[config.mk]
export PLATFORM = sky130hd
export DESIGN_NAME = conv_acc_relu_requant
export DESIGN_NICKNAME = d
export VERILOG_FILES = /design/src/rtl/conv_acc_relu_requant.sv
export SDC_FILE = /design/constraint.sdc
export NUM_CORES = 1
export LEC_CHECK = 0
export BUFFER_PORTS_ARGS = -buffer_cell sky130_fd_sc_hd__buf_2
export CELL_PAD_IN_SITES_DETAIL_PLACEMENT = 0
export CELL_PAD_IN_SITES_GLOBAL_PLACEMENT = 1
export CORE_ASPECT_RATIO = 1.2
export CORE_MARGIN = 3
export CORE_UTILIZATION = 35
export DETAILED_ROUTE_END_ITERATION = 12
export PLACE_DENSITY = 0.71
export SYNTH_ARGS = -nofsm -noshare
export SYNTH_HDL_FRONTEND = slang
export SYNTH_SLANG_ARGS = --single-unit
[constraint.sdc]
create_clock -name ap_clk -period 2.85 [get_ports ap_clk]
set_input_delay 0.285 -clock ap_clk [delete_from_list [all_inputs] [get_ports ap_clk]]
set_output_delay 0.285 -clock ap_clk [all_outputs]
set_load 0.02 [all_outputs]
[src/rtl/conv_acc_relu_requant.sv]
// Accumulates TAP_COUNT signed products plus a per-window bias, then rounds,
// shifts, applies ReLU and saturates to an unsigned-range activation.
module conv_acc_relu_requant #(
  parameter int PROD_W    = 22,
  parameter int BIAS_W    = 14,
  parameter int ACC_W     = 32,
  parameter int TAP_COUNT = 9,
  parameter int SHIFT     = 6,
  parameter int OUT_W     = 8
) (
  input  logic                     ap_clk,
  input  logic                     ap_rst_n,
  input  logic signed [PROD_W-1:0] prod_data,
  input  logic                     prod_valid,
  output logic                     prod_ready,
  input  logic signed [BIAS_W-1:0] bias_in,
  output logic [OUT_W-1:0]         out_data,
  output logic                     out_sat,
  output logic                     out_valid,
  input  logic                     out_ready
);

  localparam int CNT_W = (TAP_COUNT > 1) ? $clog2(TAP_COUNT) : 1;
  localparam logic [CNT_W-1:0] LAST_TAP = CNT_W'(TAP_COUNT - 1);
  localparam logic signed [ACC_W:0] RND_HALF = ((ACC_W+1)'(1) << SHIFT) >> 1;
  localparam logic signed [ACC_W:0] ACT_MAX  = (ACC_W+1)'((1 << (OUT_W-1)) - 1);

  typedef enum logic [1:0] {
    ST_ACCUM = 2'd0,
    ST_FINAL = 2'd1,
    ST_OUT   = 2'd2
  } state_e;

  // One extra bit keeps the rounding add from wrapping at the accumulator's top.
  function automatic logic signed [ACC_W:0] round_shift(input logic signed [ACC_W-1:0] acc);
    logic signed [ACC_W:0] sum;
    sum = (ACC_W+1)'(acc) + RND_HALF;
    return sum >>> SHIFT;
  endfunction

  // Returns {sat, data}: negatives clamp to zero, large values clip to ACT_MAX.
  function automatic logic [OUT_W:0] relu_sat(input logic signed [ACC_W:0] r);
    if (r[ACC_W])
      return '0;
    else if (r > ACT_MAX)
      return {1'b1, OUT_W'(ACT_MAX)};
    else
      return {1'b0, r[OUT_W-1:0]};
  endfunction

  state_e                    state_q,     state_d;
  logic [CNT_W-1:0]          tap_cnt_q,   tap_cnt_d;
  logic signed [ACC_W-1:0]   acc_q,       acc_d;
  logic [OUT_W-1:0]          out_data_q,  out_data_d;
  logic                      out_sat_q,   out_sat_d;
  logic                      out_valid_q, out_valid_d;
  logic                      accept;

  always_comb begin
    state_d     = state_q;
    tap_cnt_d   = tap_cnt_q;
    acc_d       = acc_q;
    out_data_d  = out_data_q;
    out_sat_d   = out_sat_q;
    out_valid_d = out_valid_q;
    prod_ready  = (state_q == ST_ACCUM);
    accept      = prod_valid && prod_ready;

    case (state_q)
      ST_ACCUM: begin
        if (accept) begin
          if (tap_cnt_q == '0)
            acc_d = ACC_W'(bias_in) + ACC_W'(prod_data);
          else
            acc_d = acc_q + ACC_W'(prod_data);
          if (tap_cnt_q == LAST_TAP) begin
            tap_cnt_d = '0;
            state_d   = ST_FINAL;
          end else begin
            tap_cnt_d = tap_cnt_q + CNT_W'(1);
          end
        end
      end
      ST_FINAL: begin
        {out_sat_d, out_data_d} = relu_sat(round_shift(acc_q));
        out_valid_d = 1'b1;
        state_d     = ST_OUT;
      end
      ST_OUT: begin
        if (out_ready) begin
          out_valid_d = 1'b0;
          state_d     = ST_ACCUM;
        end
      end
      default: state_d = ST_ACCUM;
    endcase
  end

  always_ff @(posedge ap_clk or negedge ap_rst_n) begin
    if (!ap_rst_n) begin
      state_q     <= ST_ACCUM;
      tap_cnt_q   <= '0;
      acc_q       <= '0;
      out_data_q  <= '0;
      out_sat_q   <= 1'b0;
      out_valid_q <= 1'b0;
    end else begin
      state_q     <= state_d;
      tap_cnt_q   <= tap_cnt_d;
      acc_q       <= acc_d;
      out_data_q  <= out_data_d;
      out_sat_q   <= out_sat_d;
      out_valid_q <= out_valid_d;
    end
  end

  assign out_data  = out_data_q;
  assign out_sat   = out_sat_q;
  assign out_valid = out_valid_q;

endmodule

==> run summary, run 1 <==
outcome - finished clean
Final min period - 2740 ps
post-layout instance area - 6240 um2
worst-margin pin slew - 820 ps
Post-CTS Setup Bufs - 0
Die ar. - 16400 um2
Synth Register Bits - 48
clock root buffer - clkbuf_16
Max stage delay on crit path - 450 ps
period utilisation layout - 96.0%
worst skew pair latency - 300 ps
cts bufs inserted - 5
DR iter-0 viols - 308
Setup CP Type - reg2reg
via count - 5245
IO Port Bufs - 50
crit path setup slack, layout - 114 ps
final hold violations - 0
Mean Syn Cell Area - 7.80 um2
Max Cap Viol - 0
Gate Count Post-Synth - 670
slowest CP cell - dfrtp_1
top cells by count, synth - a21oi_1, nor2_1, nand2_1
sequential fraction of the synthesis area - 23.0%
Cell Chain, Critical Path - ha_1 -> a211oi_2 -> o21ai_1 -> a211oi_2 -> nand3b_1 -> and2_1 -> a41oi_1 -> xnor2_1 -> a211oi_1 -> a21oi_1
fmax - 365 MHz
Setup Skew - 15.0 ps
Filler cells - 1556
H-tree Lvls - 2
die width - 118 um
Leakage - 0.00286 uW
CTS tree - built
cell taking the most area after synthesis - dfrtp_1
Placed Area - 6020 um2
largest net degree at the start of global routing - 32
CP max FO - 3
vias in the first global route - 5373
pre-CTS WS - -105 ps
total gr overflow - 0
Detailed Place HPWL - 12900 um
Yosys warning count - 0
share of cells above drive strength 1 - 17.9%
routed wire length - 16100 um
Pre-antenna DRT Iters - 4
Worst Hold Class - in2async
Core Util, Final - 43.0%
Avg WL per Cell - 16.8 um
most used cell, CP - a211oi_2
ys flop type - dfrtp_1
CTS resizes - 0
synthesis-to-finish area growth - 19.5%
effective utilization at floorplan - 36.0%
Worst Setup Start Kind - register
vias per inst - 5.47
Critical Path AT - 2910 ps
# IOs - 51
synth top area cells - dfrtp_1, ha_1, a21oi_1
Power Density - 1010 nW/um2
Hold-fix buffers, CTS - 0
global-route wire length before repair - 26400 um
worst path required time - 3020 ps
GRT Util Overall - 19.4%
top cell type's share of synthesized area - 23.0%
nets - 855
Distinct cells, synth - 61
most frequent cell after synthesis - a21oi_1
Clock transition at path regs - 80 ps
Post-DRT Antenna Nets - 0
core area - 14500 um2
row count - 48
number of flops mapped to enable cells by yosys - 0
CP top delay family - compound AO/OA/AOI/OAI gates
Async S/R FF share, synth - 100%
clk buf depth - 2
antenna violations before repair - 0
Syn Nets - 768
DRC viols - 0
n_diodes - 0
Die H - 140 um
Mapped Area - 5230 um2
Placer Congestion - 0.914
Max Slew Vio Count - 0
Max IR drop VDD - 0.000394 V
worst path bufs/invs - 0
total clock sinks - 48
Critical Path End Type - register
final setup vio count - 0
Slew headroom - 45.3%
-- worst paths after layout --
| path | from | endpoint | slack [ps] | cells after the start |
|---|---|---|---|---|
| max | acc_q[18] | acc_q[27] | 110 | 10 |
| max in group asynchronous | ap_rst_n | acc_q[10] | 1970 | 2 |
| max reg2reg | acc_q[18] | acc_q[27] | 110 | 10 |
| min reg2reg | out_data[7] | out_data[7] | 490 | 1 |
| min | ap_rst_n | out_valid | 70 | 1 |
| min in group ap_clk | out_ready | state_q[1] | 190 | 2 |
-- area by class of cell --
| type | count | area, um2 | share of cell area (%) |
|---|---|---|---|
| Tap cell | 200 | 250 | 4.01 |
| Sequential cell | 48 | 1200 | 19.3 |
| Multi-Input combinational cell | 582 | 3940 | 63.0 |
| Clock inverter | 3 | 46.3 | 0.741 |
| Clock buffer | 5 | 125 | 2.00 |
| Inverter | 24 | 90.1 | 1.44 |
| Timing Repair Buffer | 96 | 596 | 9.54 |
-- placed cells by master (no fill, tap or decap), drive strengths merged, types with 9 or more instances in the layout --
cell type,netlist,final
ha,56,56
inv,24,25
and3,11,11
o21bai,10,10
a21o,29,29
a211oi,12,12
xor2,20,20
nand2,61,61
nand3,16,16
a31oi,11,11
o21a,9,9
nor3,18,18
nor2,63,63
dfrtp,48,48
a21oi,72,72
xnor2,31,31
buf,0,96
o21ai,62,62
nand4,11,11
-- power by group --
part / switching [uW] / leakage [uW] / internal [uW] / total [uW]
Clock: 296 / 0.0000804 / 418 / 715
Combinational: 2370 / 0.00220 / 1870 / 4230
Sequential: 363 / 0.000570 / 1020 / 1380
-- metal layers --
metal	GRT usage, %	share of wire, %	routed length [um]	up-vias
li1	-	-	-	2650
met1	22.9	43	6980	2487
met2	36.4	51	8230	81
met3	2.03	2.7	427	27
met4	6.73	2.9	469	0
met5	0	0	0	-
-- kinds of logic (layout without fill, tap and decap cells) --
group / Yosys count / count (layout) / share of synthesized area [%]
and+or+nand+nor: 229 / 229 / 22.1
AOI/OAI and AO/OA: 240 / 240 / 28.6
muxes: 4 / 4 / 0.766
xor gates and xnor gates: 51 / 51 / 8.54
buffers and inverters: 40 / 128 / 2.87
DFF: 48 / 48 / 23.0
adders and majority gates: 58 / 58 / 14.2
-- metrics by stage --
step           TNS, ps  hold slack [ps]  cells  total power [uW]
4_1_cts              0             83.0    958              6270
3_3_place_gp      -160              406    950              5440
5_1_grt          -13.6              112    958              6890
3_5_place_dp      -613              407    950              5510
6_report             0             73.3    958              6330
2_1_floorplan        0            -10.6    670              4220
-- registers in the layout, summed over array words and instances (netlist names) --
register and count:
acc_q 32, out_data 8, tap_cnt_q 4, state_q 2, out_sat 1, out_valid 1
Note: power is estimated with default switching activity, not from simulation.
==> run 2, diff against run 1 <==
CELL_PAD_IN_SITES_DETAIL_PLACEMENT = 1   (was 0)
CELL_PAD_IN_SITES_GLOBAL_PLACEMENT = 2   (was 1)
PLACE_DENSITY = unset   (was 0.71)
PLACE_DENSITY_LB_ADDON = 0.15   (was unset)
==> run summary, run 2 (synthesized netlist as in run 1, its figures left out) <==
Critical Path End Type - register
Critical Path AT - 2900 ps (about the same)
Worst Setup Start Kind - register
commonest non-fill, non-tap cell in the layout - a21oi_1
vias in the first global route - 5896 (+9.7%)
Die H - 140 um (unchanged)
Largest register FFs - 32 (unchanged)
CP startpoint - acc_q[14]
commonest cells after routing, fill and taps aside - a21oi_1, buf_4, nor2_1
n_diodes - 0 (unchanged)
Placed Area - 6150 um2 (+2.2%)
IO Port Bufs - 50 (unchanged)
final setup vio count - 0 (unchanged)
global-route wire length before repair - 30200 um (+14%)
Placer Congestion - 0.896 (-2.0%)
DR iter-0 viols - 224 (-27%)
post-layout instance area - 6420 um2 (+2.8%)
row count - 48 (unchanged)
Clock transition at path regs - 80 ps (about the same)
Filler cells - 1851 (+19%)
reg2reg start - acc_q[14]
Detailed Place HPWL - 14900 um (+15%)
via count - 5462 (+4.1%)
effective utilization at floorplan - 36.0% (unchanged)
clk buf depth - 2 (unchanged)
Avg WL per Cell - 18.7 um (+11%)
register area - 1200 um2 (-0.10%)
share of cells above drive strength 1 - 20.3% (+2.3 points)
Slew headroom - 48.0% (+2.7 points)
CTS tree - built
CP max FO - 8 (+5)
Pre-antenna DRT Iters - 4 (unchanged)
Worst Hold Class - in2async
antenna violations before repair - 0 (unchanged)
Cell Chain, Critical Path - buf_4 -> nand4_1 -> or2_4 -> or4_4 -> or3_4 -> o21ai_2 -> o21ai_2 -> nor4_4 -> buf_6 -> a21oi_1
GRT Util Overall - 22.6% (+3.2 points)
R2R setup slack - 130 ps (+20 ps)
slowest CP cell - or4_4
synthesis-to-finish area growth - 22.9%
RSZ-0062 raised after global routing - yes
vias per inst - 5.58 (+1.9%)
Max stage delay on crit path - 560 ps (+110 ps)
CP endpoint - out_data[4]
largest register by flop count - acc_q
final hold violations - 0 (unchanged)
nets - 876 (+2.5%)
worst reg2reg path depth - 10 (unchanged)
Setup CP Type - reg2reg
routed wire length - 18300 um (+13%)
Leakage - 0.00297 uW (+3.9%)
largest net degree at the start of global routing - 29 (-9.4%)
DRC viols - 0 (unchanged)
Post-DRT Antenna Nets - 0 (unchanged)
H-tree Lvls - 2 (unchanged)
Max Cap Viol - 0 (unchanged)
core area - 14500 um2 (unchanged)
worst skew pair latency - 310 ps (about the same)
outcome - finished clean
total clock sinks - 48 (unchanged)
# IOs - 51 (unchanged)
Hold-fix buffers, CTS - 0 (unchanged)
total gr overflow - 0 (unchanged)
Setup Skew - 10.7 ps (-4.29 ps)
worst-margin pin slew - 779 ps (-40.7 ps)
most used cell, CP - o21ai_2
CP top delay family - simple AND/OR/NAND/NOR gates
cts bufs inserted - 5 (unchanged)
die width - 118 um (unchanged)
WP depth - 10 (unchanged)
Power Density - 1030 nW/um2 (+1.1%)
Die ar. - 16400 um2 (unchanged)
worst path bufs/invs - 2 (+2)
Max Slew Vio Count - 0 (unchanged)
fmax - 368 MHz (+0.68%)
worst path required time - 3040 ps (+20 ps)
clock root buffer - clkbuf_16
Core Util, Final - 44.2% (+1.2 points)
Final min period - 2720 ps (-18.4 ps)
Max IR drop VDD - 0.000427 V (+8.3%)
Fin Hold WS - 60.3 ps (-13.0 ps)
Reg2Reg Capture Point - out_data[4]
Multi-input gate area - 3950 um2 (+0.29%)
period utilisation layout - 95.4% (-0.65 points)
-- run 2: cell count changes in the layout (fill, tap and decap cells not counted), sizes merged --
cell      change
buf          +21
clkbuf        +1
clkinv        +1
clkinvlp      -1
inv           -1
-- run 2: metrics by stage --
step | TNS [ps] | instances | total power [uW] | worst slack [ps]
after floorplan | 0 | 670 | 4220 | 167
after global placement | -258 | 968 | 5570 | -58.2
after detailed placement | -798 | 968 | 5720 | -126
after CTS | 0 | 976 | 6500 | 33.9
after global routing | -64.2 | 979 | 7200 | -48.3
final | 0 | 979 | 6580 | 132
-- run 2: how the worst min path moves through the flow --
stage | endpoint | startpoint | depth (start not counted)
global placement | acc_q[27] | ap_rst_n | 1
CTS | acc_q[21] | ap_rst_n | 1
finish | acc_q[21] | ap_rst_n | 1
detailed placement | acc_q[27] | ap_rst_n | 1
global route | acc_q[26] | ap_rst_n | 1
floorplan | acc_q[0] | ap_rst_n | 0
-- run 2: power by group --
part	total, uW	switching, uW	internal (uW)
clock network	737	296	441
registers	1380	359	1020
logic	4470	2480	1990
total	6580	3140	3450
-- run 2: per-layer routing --
layer | global-route usage (%) | wire length [um] | vias up
li1 | - | - | 2679
met1 | 26.2 | 7620 | 2692
met2 | 43.9 | 9870 | 73
met3 | 2.03 | 440 | 18
met4 | 6.11 | 345 | 0
met5 | 0 | 0 | -
-- run 2: timing repair --
action | in CTS | in global routing
setup endpoints to repair | 0 | 19
resized for setup | 0 | 18
setup buffers | 0 | 3
-- run 2: cell type report --
cell class,count,area share (%)
well taps,200,3.90
multi-input cells,582,61.4
repair buffers,117,11.8
clock buffers,6,2.16
flip-flops and latches,48,18.7
clock inverters,2,0.604
inverters,24,1.40
